--- src/rtl/fp_align_if.sv ---
// Operand/result handshake bundle between the FP adder front end and the alignment unit.
interface fp_align_if #(
  parameter int FRAC_W = 4,
  parameter int EXP_W  = 3
);
  localparam int W  = 1 + EXP_W + FRAC_W;
  localparam int MW = FRAC_W + 1;

  logic              in_valid;
  logic              in_ready;
  logic [W-1:0]      a_in;
  logic [W-1:0]      b_in;
  logic              out_valid;
  logic              out_ready;
  logic              big_sign;
  logic              small_sign;
  logic [EXP_W-1:0]  exp_out;
  logic [MW-1:0]     big_mant;
  logic [MW-1:0]     small_mant;
  logic [2:0]        grs;
  logic              swapped;

  modport master (
    output in_valid, a_in, b_in, out_ready,
    input  in_ready, out_valid, big_sign, small_sign, exp_out,
           big_mant, small_mant, grs, swapped
  );

  modport slave (
    input  in_valid, a_in, b_in, out_ready,
    output in_ready, out_valid, big_sign, small_sign, exp_out,
           big_mant, small_mant, grs, swapped
  );
endinterface

--- src/rtl/fp_align_unit.sv ---
// Orders two FP operands by magnitude and right-shifts the smaller mantissa one bit
// per cycle to the larger exponent, collecting guard/round/sticky.
module fp_align_unit #(
  parameter int FRAC_W = 4,
  parameter int EXP_W  = 3
) (
  input  logic      clk,
  input  logic      rst,
  fp_align_if.slave bus
);
  localparam int W    = 1 + EXP_W + FRAC_W;
  localparam int MW   = FRAC_W + 1;
  localparam int DMAX = FRAC_W + 3;
  localparam int CW   = $clog2(DMAX + 1);

  typedef enum logic [1:0] {IDLE, SHIFT, DONE} state_t;

  state_t            state_q;
  logic [CW-1:0]     cnt_q;
  logic              big_sign_q, small_sign_q, swapped_q;
  logic [EXP_W-1:0]  exp_q;
  logic [MW-1:0]     big_mant_q, small_mant_q;
  logic              g_q, r_q, s_q;

  logic [EXP_W-1:0]  a_exp, b_exp, a_eexp, b_eexp, diff;
  logic [MW-1:0]     a_mant, b_mant;
  logic              b_big;
  logic [CW-1:0]     d_clamp;

  // Denormals (exp==0) have no hidden bit but share exponent 1 with the smallest normals.
  always_comb begin
    a_exp  = bus.a_in[W-2 -: EXP_W];
    b_exp  = bus.b_in[W-2 -: EXP_W];
    a_eexp = (a_exp != '0) ? a_exp : EXP_W'(1);
    b_eexp = (b_exp != '0) ? b_exp : EXP_W'(1);
    a_mant = {(a_exp != '0), bus.a_in[FRAC_W-1:0]};
    b_mant = {(b_exp != '0), bus.b_in[FRAC_W-1:0]};
    b_big  = (b_eexp > a_eexp) || ((b_eexp == a_eexp) && (b_mant > a_mant));
    diff   = b_big ? (b_eexp - a_eexp) : (a_eexp - b_eexp);
    // Beyond DMAX shifts the whole mantissa already sits in sticky.
    if (int'(diff) > DMAX) d_clamp = CW'(DMAX);
    else                   d_clamp = CW'(diff);
  end

  always_ff @(posedge clk) begin
    if (rst) begin
      state_q      <= IDLE;
      cnt_q        <= '0;
      big_sign_q   <= 1'b0;
      small_sign_q <= 1'b0;
      swapped_q    <= 1'b0;
      exp_q        <= '0;
      big_mant_q   <= '0;
      small_mant_q <= '0;
      g_q          <= 1'b0;
      r_q          <= 1'b0;
      s_q          <= 1'b0;
    end else begin
      case (state_q)
        IDLE: if (bus.in_valid) begin
          swapped_q    <= b_big;
          big_sign_q   <= b_big ? bus.b_in[W-1] : bus.a_in[W-1];
          small_sign_q <= b_big ? bus.a_in[W-1] : bus.b_in[W-1];
          exp_q        <= b_big ? b_eexp : a_eexp;
          big_mant_q   <= b_big ? b_mant : a_mant;
          small_mant_q <= b_big ? a_mant : b_mant;
          g_q          <= 1'b0;
          r_q          <= 1'b0;
          s_q          <= 1'b0;
          cnt_q        <= d_clamp;
          state_q      <= (d_clamp != '0) ? SHIFT : DONE;
        end
        SHIFT: begin
          {small_mant_q, g_q, r_q} <= {1'b0, small_mant_q, g_q};
          s_q   <= s_q | r_q;
          cnt_q <= cnt_q - CW'(1);
          if (cnt_q == CW'(1)) state_q <= DONE;
        end
        DONE: if (bus.out_ready) state_q <= IDLE;
        default: state_q <= IDLE;
      endcase
    end
  end

  assign bus.in_ready   = (state_q == IDLE);
  assign bus.out_valid  = (state_q == DONE);
  assign bus.big_sign   = big_sign_q;
  assign bus.small_sign = small_sign_q;
  assign bus.exp_out    = exp_q;
  assign bus.big_mant   = big_mant_q;
  assign bus.small_mant = small_mant_q;
  assign bus.grs        = {g_q, r_q, s_q};
  assign bus.swapped    = swapped_q;
endmodule

--- src/flat_wrapper.sv ---
// flat-port wrapper written by rule: the top's interface ports become plain ports
module fp_align_unit_flat 
#(
  parameter int FRAC_W = 4,
  parameter int EXP_W  = 3
)
  (clk, rst, bus_in_valid, bus_a_in, bus_b_in, bus_out_ready, bus_in_ready, bus_out_valid, bus_big_sign, bus_small_sign, bus_exp_out, bus_big_mant, bus_small_mant, bus_grs, bus_swapped);
  fp_align_if #(.FRAC_W(FRAC_W), .EXP_W(EXP_W)) bus_i ();
  input  logic clk;
  input  logic rst;
  input wire logic [$bits(bus_i.in_valid)-1:0] bus_in_valid;
  input wire logic [$bits(bus_i.a_in)-1:0] bus_a_in;
  input wire logic [$bits(bus_i.b_in)-1:0] bus_b_in;
  input wire logic [$bits(bus_i.out_ready)-1:0] bus_out_ready;
  output wire logic [$bits(bus_i.in_ready)-1:0] bus_in_ready;
  output wire logic [$bits(bus_i.out_valid)-1:0] bus_out_valid;
  output wire logic [$bits(bus_i.big_sign)-1:0] bus_big_sign;
  output wire logic [$bits(bus_i.small_sign)-1:0] bus_small_sign;
  output wire logic [$bits(bus_i.exp_out)-1:0] bus_exp_out;
  output wire logic [$bits(bus_i.big_mant)-1:0] bus_big_mant;
  output wire logic [$bits(bus_i.small_mant)-1:0] bus_small_mant;
  output wire logic [$bits(bus_i.grs)-1:0] bus_grs;
  output wire logic [$bits(bus_i.swapped)-1:0] bus_swapped;
  assign bus_i.in_valid = bus_in_valid;
  assign bus_i.a_in = bus_a_in;
  assign bus_i.b_in = bus_b_in;
  assign bus_i.out_ready = bus_out_ready;
  assign bus_in_ready = bus_i.in_ready;
  assign bus_out_valid = bus_i.out_valid;
  assign bus_big_sign = bus_i.big_sign;
  assign bus_small_sign = bus_i.small_sign;
  assign bus_exp_out = bus_i.exp_out;
  assign bus_big_mant = bus_i.big_mant;
  assign bus_small_mant = bus_i.small_mant;
  assign bus_grs = bus_i.grs;
  assign bus_swapped = bus_i.swapped;
  fp_align_unit #(.FRAC_W(FRAC_W), .EXP_W(EXP_W)) u_core (.clk(clk), .rst(rst), .bus(bus_i));
endmodule
--- config.mk ---
export PLATFORM = sky130hd
export DESIGN_NAME = fp_align_unit_flat
export DESIGN_NICKNAME = d
export VERILOG_FILES = /design/src/rtl/fp_align_if.sv /design/src/rtl/fp_align_unit.sv /design/src/flat_wrapper.sv
export SDC_FILE = /design/constraint.sdc
export NUM_CORES = 1
export LEC_CHECK = 0
export ABC_AREA = 1
export CORE_UTILIZATION = 35
export DETAILED_ROUTE_END_ITERATION = 7
export DONT_BUFFER_PORTS = 1
export PLACE_DENSITY = 0.59
export SLEW_MARGIN = 30
export SYNTH_ARGS = -nofsm -noshare
export SYNTH_HDL_FRONTEND = slang
export SYNTH_SLANG_ARGS = --single-unit
--- constraint.sdc ---
create_clock -name clk -period 2.9 [get_ports clk]
set_clock_uncertainty 0.05 [all_clocks]
set_input_delay 0.58 -clock clk [delete_from_list [all_inputs] [get_ports clk]]
set_output_delay 0.58 -clock clk [all_outputs]
set_load 0.01 [all_outputs]
### Word level (Yosys, flattened, before mapping)

Index checks and enable logic that the tools add are counted.

* output and inout port bits: 21
* flip-flop bits (word level): 24
* input port bits: 20
* logic and storage cells: 55

* reduce and logical (&&, ||, !) cells: 10
* $lt $le $gt $ge: 2
* muxes and demuxes: 21
* equality and inequality tests: 7
* add/sub/neg operators: 3
* bitwise gates (word level): 1

Operators with widths (count)
* $mux 3: 5
* $mux 5: 3
* $pmux 5 s2: 1
* $reduce_bool 3->1: 3
* $mux 2: 4
* $pmux 1 s2: 3
* $pmux 2 s3: 1
* $pmux 3 s2: 1
* $sub 3x3->3: 2
* $gt 5x5->1: 1
* $ne 2x2->1 const B: 2
* $reduce_and 2->1: 2
* $eq 3x1->1 const B: 1
* $eq 3x3->1: 1
* $gt 3x3->1: 1
* $mux 1: 3
* $reduce_and 3->1: 1
* $sub 3x1->3 const B: 1
* $eq 2x1->1 const B: 1
* $eq 2x2->1 const B: 1
* $logic_not 2->1: 1
* $ne 2x1->1 const B: 1
* $reduce_bool 2->1: 1
* $logic_and 1x1->1: 1
* other kinds (2): 2

### Logic depth before layout (Yosys ltp)

Gate-level depths: netlist of run 1.

* word-level depth: 10
* mapped depth: 14
* gate-level depth less buffers: 13

### Least setup slack after synthesis of run 1

Ideal clock, no wire load.

* kind: input-to-reg
* from: input bus_b_in[5]
* to: register u_core.big_mant_q[4] (netlist: u_core.bus.big_mant[4])
* path buffers: 1
* cell stages on the path: 13
* arrival: 2048 ps
* path slack: 682 ps
* data required time: 2730 ps
* library setup time: 120 ps
* cells stage by stage: nor3_1 inv_1 ha_1 nand2_1 nor3_1 nor2_2 nand2_2 nand2_4 inv_2 buf_6 nand2_1 o211ai_1 nand2_1

* word-level cells in the longest chain between the ends: 6
* elaborated cells on any way between the ends: 8
* those cells by class: 2 x order compare; 1 x eq/ne; 2 x mux; 3 x reduce/logical

Ends and longest elaborated chain
* start, declared: RTL line flat_wrapper.sv:13 `input wire logic [$bits(bus_i.b_in)-1:0] bus_b_in;`
* parallel branches: the longest is 5 deep, another holds $gt 5x5->1
* $mux 5 *: RTL line fp_align_unit.sv:65 `big_mant_q <= b_big ? b_mant : a_mant;`
* end signal, assigned: RTL line fp_align_unit.sv:65
* end, declared: RTL line fp_align_unit.sv:22 `logic [MW-1:0] big_mant_q, small_mant_q;`

Mark *: on every way between the ends.
A chain may end at the register's enable or synchronous reset.

### Worst setup path after layout of run 1

* from: input bus_b_in[5]
* to: register u_core.small_mant_q[0] (netlist: u_core.bus.small_mant[0])

* word-level cells in the longest chain between the ends: 8
* elaborated cells on any way between the ends: 10
* those cells by class: 2 x order compare; 1 x eq/ne; 4 x mux; 3 x reduce/logical

Ends and longest elaborated chain
* parallel branches: the longest is 4 deep, another holds $gt 5x5->1
* $logic_or 1x1->1 *: RTL line fp_align_unit.sv:38 `b_big = (b_eexp > a_eexp) || ((b_eexp == a_eexp) && (b_mant > a_mant));`
* $mux 5 *: RTL line fp_align_unit.sv:66 `small_mant_q <= b_big ? a_mant : b_mant;`
* $mux 5 *: RTL line fp_align_unit.sv:60 `IDLE: if (bus.in_valid) begin`
* $pmux 5 s2 *: RTL line fp_align_unit.sv:59 `case (state_q)`
* end signal, assigned: RTL line fp_align_unit.sv:66
* end signal, assigned: RTL line fp_align_unit.sv:74 `{small_mant_q, g_q, r_q} <= {1'b0, small_mant_q, g_q};`
* end, declared: RTL line fp_align_unit.sv:22

Mark *: on every way between the ends. The select of a mux whose other input is x is not followed.

==> results.cfg, run 1 <==
[run_status]
status = completed

[final_layout]
drive_gt1_frac = 0.0616
final_cell_count_no_fill = 261
area_delta_synth_final_pct = 3.11
diodes = 0
leading_cell_type_in_the_layout_fill_and_taps_excluded = sky130_fd_sc_hd__nand2_1
post-route-cell-area_mm2 = 0.00153
final_cell_mix = sky130_fd_sc_hd__nand2_1, sky130_fd_sc_hd__inv_1, sky130_fd_sc_hd__a21oi_1, sky130_fd_sc_hd__dfxtp_1, sky130_fd_sc_hd__nand3_1
layout.nets = 245

[global_routing]
grt_usage = 0.157
use_met1 = 0.214
grt_remaining_overflow = 0
grt_pass1_wl_mm = 5.28
groute.layer.met3.usage = 0.0439
global_route.peak_usage_layer = met2
grt_util_met2 = 0.249
initial_antenna_violation_count = 0
grt_max_degree = 24
grt_pass1_vias = 1147

[clocking]
cts.htree.levels = 1
total_of_cells_resized_after_clock_tree_synthesis = 0
cts_tree = yes
numCtsBuffers = 3
cts_buffer_depth = 2
cts_num_sinks = 24
post-cts-setup-buffer-count = 0
clkSlewWorstSetupHoldPaths_ps = 80
clk_latency_ps = 260
cts_hold_repair.buffers = 0
cts-root-buf = sky130_fd_sc_hd__clkbuf_8

[timing]
slew_violations = 0
final.period_utilization = 0.798
finalHoldViolCount = 0
tightestPinTransition_ps = 505
worst_rel_slew_slack = 0.663
fmax_mhz = 432
finalWorstPathRequiredPeriod_ps = 2310
setup-tns-final_ps = 0
report.final.setup_viol = 0
rsz_0062_raised_after_global_routing = false

[drt]
drc = 0
drt_wl_total_mm = 3.42
drt_pass1_iterations = 4
detailedRoute.firstIterationViolations = 54
dr_total_vias = 1319
viasPerCell = 5.05
post_drt_wl_per_cell_um = 13.1
ant_nets = 0

[synth]
synth_seq_area_share = 0.323
syn_avg_cell_area_um2 = 6.85
yosys_warnings = 0
synth.cell_area_mm2 = 0.00149
synth_cell_type_count = 25
ys_seq_elements = 24
syn_inst = 217
mappedNetlistNets = 249

[worst_setup_path]
reg2regPathDepth = 7
critPathKind = in2reg
rrSetupSlack_ps = 990
r2r-start = u_core.state_q[0]
critical_path_peak_fanout = 23
regToRegEndpoint = u_core.bus.big_mant[2]
critical_path.startpoint_type = input port
timing.critical_path.required_ps = 3010
worst-endpoint-arrival_ps = 2420
crit_path_end_kind = register

[floorplan]
fp.coreArea_mm2 = 0.00403
initial_core_util = 0.369
fp-row-count = 23
die_height_um = 67.2
die_area_mm2 = 0.00451
num_io_pins = 41
die_width_um = 67.2

[placed_design]
postPlaceCellArea_mm2 = 0.00149
place.detailed.hpwl_mm = 2.69
final_estimated_routing_congestion_in_global_placement = 0.783
port_buffers = 0
place.detailed.instances = 258

[worst_hold_path]
min_to = u_core.bus.small_mant[0]
worst_hold_path.num_cells = 1
hold_path.startpoint = rst
hold_class = in2reg

[power_and_ir_drop]
peakVddDrop_uv = 243
lkg_pwr_nw = 0.726
p_total_uw = 884
power.density_cell_area_mw_per_mm2 = 577

[job]
drv.max_cap_violation_count = 0
## report_power, final
part / internal, mW / switching (mW) / leakage [nW]
Combinational: 0.0864 / 0.170 / 0.507
Clock: 0.0929 / 0.104 / 0.0216
Sequential: 0.378 / 0.0531 / 0.197
## layout make-up
| type | count | area [µm²] |
|---|---|---|
| timing repair buffer | 1 | 7.51 |
| sequential | 24 | 480 |
| clock buffer | 3 | 41.3 |
| fill | 456 | 2500 |
| tap | 50 | 62.6 |
| multi-input combinational | 148 | 810 |
| inverter | 35 | 131 |
## per-layer routing
| layer | part of all wire | vias up | wire [µm] |
|---|---|---|---|
| li1 | - | 691 | - |
| met1 | 0.47 | 590 | 1610 |
| met2 | 0.45 | 38 | 1550 |
| met3 | 0.077 | 0 | 264 |
| met4 | 0 | 0 | 0 |
| met5 | 0 | - | 0 |
## worst max path at each step
stage	from	to	slack [ps]	depth (start not counted)
after detailed placement	bus_b_in[5]	u_core.bus.big_mant[4]	270	12
after global routing	bus_b_in[5]	u_core.bus.big_mant[4]	450	12
final	bus_b_in[5]	u_core.bus.small_mant[0]	590	12
after CTS	bus_b_in[5]	u_core.bus.big_mant[4]	550	12
after global placement	bus_b_in[5]	u_core.bus.big_mant[4]	270	12
after floorplan	bus_b_in[5]	u_core.bus.big_mant[4]	680	13
## state kept, by name (all words and copies together) (netlist names)
| register | count |
|---|---|
| u_core.bus.big_mant | 5 |
| u_core.bus.small_mant | 5 |
| u_core.bus.exp_out | 3 |
| u_core.r_q | 1 |
| u_core.bus.swapped | 1 |
| u_core.s_q | 1 |
| u_core.bus.big_sign | 1 |
| u_core.state_q | 2 |
| u_core.g_q | 1 |
| u_core.cnt_q | 3 |
| u_core.bus.small_sign | 1 |
## synth_stat cells
cell type,count,area share
sky130_fd_sc_hd__nand3_1,21,0.071
sky130_fd_sc_hd__clkinv_1,1,0.0025
sky130_fd_sc_hd__buf_2,1,0.0034
sky130_fd_sc_hd__o211ai_1,2,0.010
sky130_fd_sc_hd__buf_4,5,0.025
sky130_fd_sc_hd__nor2_2,2,0.0084
sky130_fd_sc_hd__nand4_2,1,0.0084
sky130_fd_sc_hd__xor2_1,1,0.0059
sky130_fd_sc_hd__nand2_2,2,0.0084
sky130_fd_sc_hd__a22oi_1,4,0.020
sky130_fd_sc_hd__buf_6,1,0.0076
sky130_fd_sc_hd__dfxtp_1,24,0.32
sky130_fd_sc_hd__o21ai_0,14,0.047
sky130_fd_sc_hd__xnor2_1,2,0.012
sky130_fd_sc_hd__nand2_1,44,0.11
sky130_fd_sc_hd__nor3_1,4,0.013
sky130_fd_sc_hd__ha_1,12,0.10
sky130_fd_sc_hd__inv_2,3,0.0076
sky130_fd_sc_hd__nand2_4,1,0.0076
sky130_fd_sc_hd__nor2_1,10,0.025
sky130_fd_sc_hd__clkbuf_1,3,0.0076
sky130_fd_sc_hd__o21ai_1,3,0.010
sky130_fd_sc_hd__o22ai_1,1,0.0042
sky130_fd_sc_hd__inv_1,31,0.078
sky130_fd_sc_hd__a21oi_1,24,0.081
## stage by stage
| stage | hold WS, ps | utilization | worst slack [ps] |
|---|---|---|---|
| after global placement | 447 | 0.370 | 272 |
| final | 322 | 0.380 | 587 |
| after global routing | 308 | 0.380 | 448 |
| after CTS | 319 | 0.380 | 554 |
| after detailed placement | 456 | 0.370 | 271 |
| after floorplan | 400 | - | 682 |
## worst max-delay path: stages
cell,delay (ps)
sky130_fd_sc_hd__nor3_1,310
sky130_fd_sc_hd__inv_1,110
sky130_fd_sc_hd__ha_1,310
sky130_fd_sc_hd__nand2_1,80
sky130_fd_sc_hd__nor3_1,260
sky130_fd_sc_hd__nor2_2,80
sky130_fd_sc_hd__nand2_2,90
sky130_fd_sc_hd__nand2_4,150
sky130_fd_sc_hd__inv_2,200
sky130_fd_sc_hd__nand2_1,70
sky130_fd_sc_hd__nand3_1,110
sky130_fd_sc_hd__a21oi_1,70
## kinds of logic after synthesis
family	share of synthesized area
and+or+nand+nor	0.253
xor gates and xnor gates	0.0177
AOI/OAI and AO/OA	0.173
adders and majority gates	0.101
DFF	0.323
buffers and inverters	0.132
Power figures use the tool's default switching activity.
==> run 2: changes to the inputs <==
PLACE_DENSITY = 0.61   (was 0.59)
clock period = 1.96 ns   (was 2.9 ns; I/O delays follow)
==> run 2 against run 1 <==
Sequential cell count is the same. First-iteration DRC count grew 9.3%. Critical endpoint unchanged. Register-to-register slack lost 620 ps.
==> results.cfg, run 2 (synthesis gave the netlist of run 1 again) <==
[job]
drv.max_cap_violation_count = 0

[power_and_ir_drop]
relative_contribution_of_the_clock_network_to_total_power = 0.293
logic_gate_share_of_total_power = 0.285
p_total_mw = 1.51
cell_internal_pwr_mw = 1.00
peakVddDrop_uv = 520
p_seq_frac = 0.422
netSwitchingFraction = 0.337
lkg_pwr_nw = 0.806
p_switching_uw = 509
power.density_cell_area_mw_per_mm2 = 895

[final_layout]
diodes = 0
leading_cell_type_in_the_layout_fill_and_taps_excluded = sky130_fd_sc_hd__nand2_1
postLayoutCoreUtil = 0.419
area_delta_synth_final_pct = 13.6
drive_gt1_frac = 0.126
final_cell_mix = sky130_fd_sc_hd__nand2_1, sky130_fd_sc_hd__inv_1, sky130_fd_sc_hd__a21oi_1, sky130_fd_sc_hd__dfxtp_1, sky130_fd_sc_hd__nand3_1
layout.nets = 256

[timing]
worst_rel_slew_slack = 0.712
finalHoldViolCount = 0
fmax_mhz = 558
tightestPinTransition_ps = 432
finalWorstPathRequiredPeriod_ps = 1790
slew_violations = 0
final.period_utilization = 0.914
report.final.setup_viol = 0
rsz_0062_raised_after_global_routing = false

[worst_setup_path]
r2r-start = u_core.state_q[0]
worst-endpoint-arrival_ps = 1950
worst_setup_path_startpoint = bus_b_in[5]
critical_path.startpoint_type = input port
crit_path_end_kind = register
critPathKind = in2reg
timing.critical_path.required_ps = 2120
critical_path_peak_fanout = 12

[clocking]
clkSlewWorstSetupHoldPaths_ps = 90
cts-root-buf = sky130_fd_sc_hd__clkbuf_8
clk_latency_ps = 270
cts_hold_repair.buffers = 0
cts_num_sinks = 24
numCtsBuffers = 3
cts.htree.levels = 1
post-cts-setup-buffer-count = 0
cts_tree = yes
cts_buffer_depth = 2
total_of_cells_resized_after_clock_tree_synthesis = 0

[floorplan]
fp.coreArea_mm2 = 0.00403
die_height_um = 67.2
fp-row-count = 23
initial_core_util = 0.369
die_area_mm2 = 0.00451
die_width_um = 67.2
num_io_pins = 41

[global_routing]
grt_pass1_vias = 1320
grt_usage = 0.175
grt_max_degree = 15
grt_pass1_wl_mm = 5.93
initial_antenna_violation_count = 0
grt_remaining_overflow = 0

[worst_hold_path]
hold_class = in2reg
hold_path.startpoint = rst

[placed_design]
place.detailed.hpwl_mm = 2.77
port_buffers = 0
final_estimated_routing_congestion_in_global_placement = 0.863

[drt]
drc = 0
ant_nets = 0
post_drt_wl_per_cell_um = 12.8
drt_pass1_iterations = 5
viasPerCell = 4.95
detailedRoute.firstIterationViolations = 59
drt_wl_total_mm = 3.50
dr_total_vias = 1350

[run_status]
status = completed
==> run 2: path summary, 6_finish.rpt <==
path	end	cells past startpoint	slack (ps)
max	u_core.bus.small_mant[0]	12	170
min	u_core.s_q	1	130
max reg2reg	u_core.bus.exp_out[0]	7	370
min reg2reg	u_core.s_q	2	470
==> run 2: cell type report <==
cell class / instances / area (µm²)
clock inverters: 1 / 30.0
flip-flops and latches: 24 / 480
fillers: 448 / 2340
repair buffers: 12 / 103
well taps: 50 / 62.6
clock buffers: 3 / 41.3
multi-input cells: 148 / 837
inverters: 35 / 134
==> run 2: layer usage <==
layer	global-route usage	vias up	wire length (µm)
met5	0	-	0
met4	0.0638	0	46
met3	0.0541	7	244
met2	0.265	40	1540
met1	0.233	585	1670
li1	-	718	-
==> run 2: critical path: stages <==
cell and delay (ps):
sky130_fd_sc_hd__nor3_4 200, sky130_fd_sc_hd__inv_1 100, sky130_fd_sc_hd__ha_1 290, sky130_fd_sc_hd__nand2_1 90
sky130_fd_sc_hd__nor3_2 210, sky130_fd_sc_hd__nor2_2 60, sky130_fd_sc_hd__nand2_2 80, sky130_fd_sc_hd__nand2_4 90
sky130_fd_sc_hd__buf_12 150, sky130_fd_sc_hd__nand2_1 50, sky130_fd_sc_hd__nand3_1 90, sky130_fd_sc_hd__a21oi_1 140
==> run 2: stage by stage <==
stage                     cell area [µm²]  worst slack (ps)  cells  hold slack [ps]  TNS (ps)
final                                1690               169    273              126         0
after global routing                 1690              10.5    273              109         0
after CTS                            1670              90.9    273              118         0
after detailed placement             1600              -186    269              415     -2910
after global placement               1600              -172    269              412     -2270
after floorplan                      1500              13.6    217              400         0
==> run 2: power groups by stage <==
stage	Sequential [mW]	Clock (mW)	Combinational, mW
3_3_place_gp	0.650	0	0.426
5_1_grt	0.648	0.476	0.498
6_report	0.637	0.443	0.430
3_5_place_dp	0.650	0	0.428
4_1_cts	0.639	0.458	0.431
2_1_floorplan	0.634	0	0.333
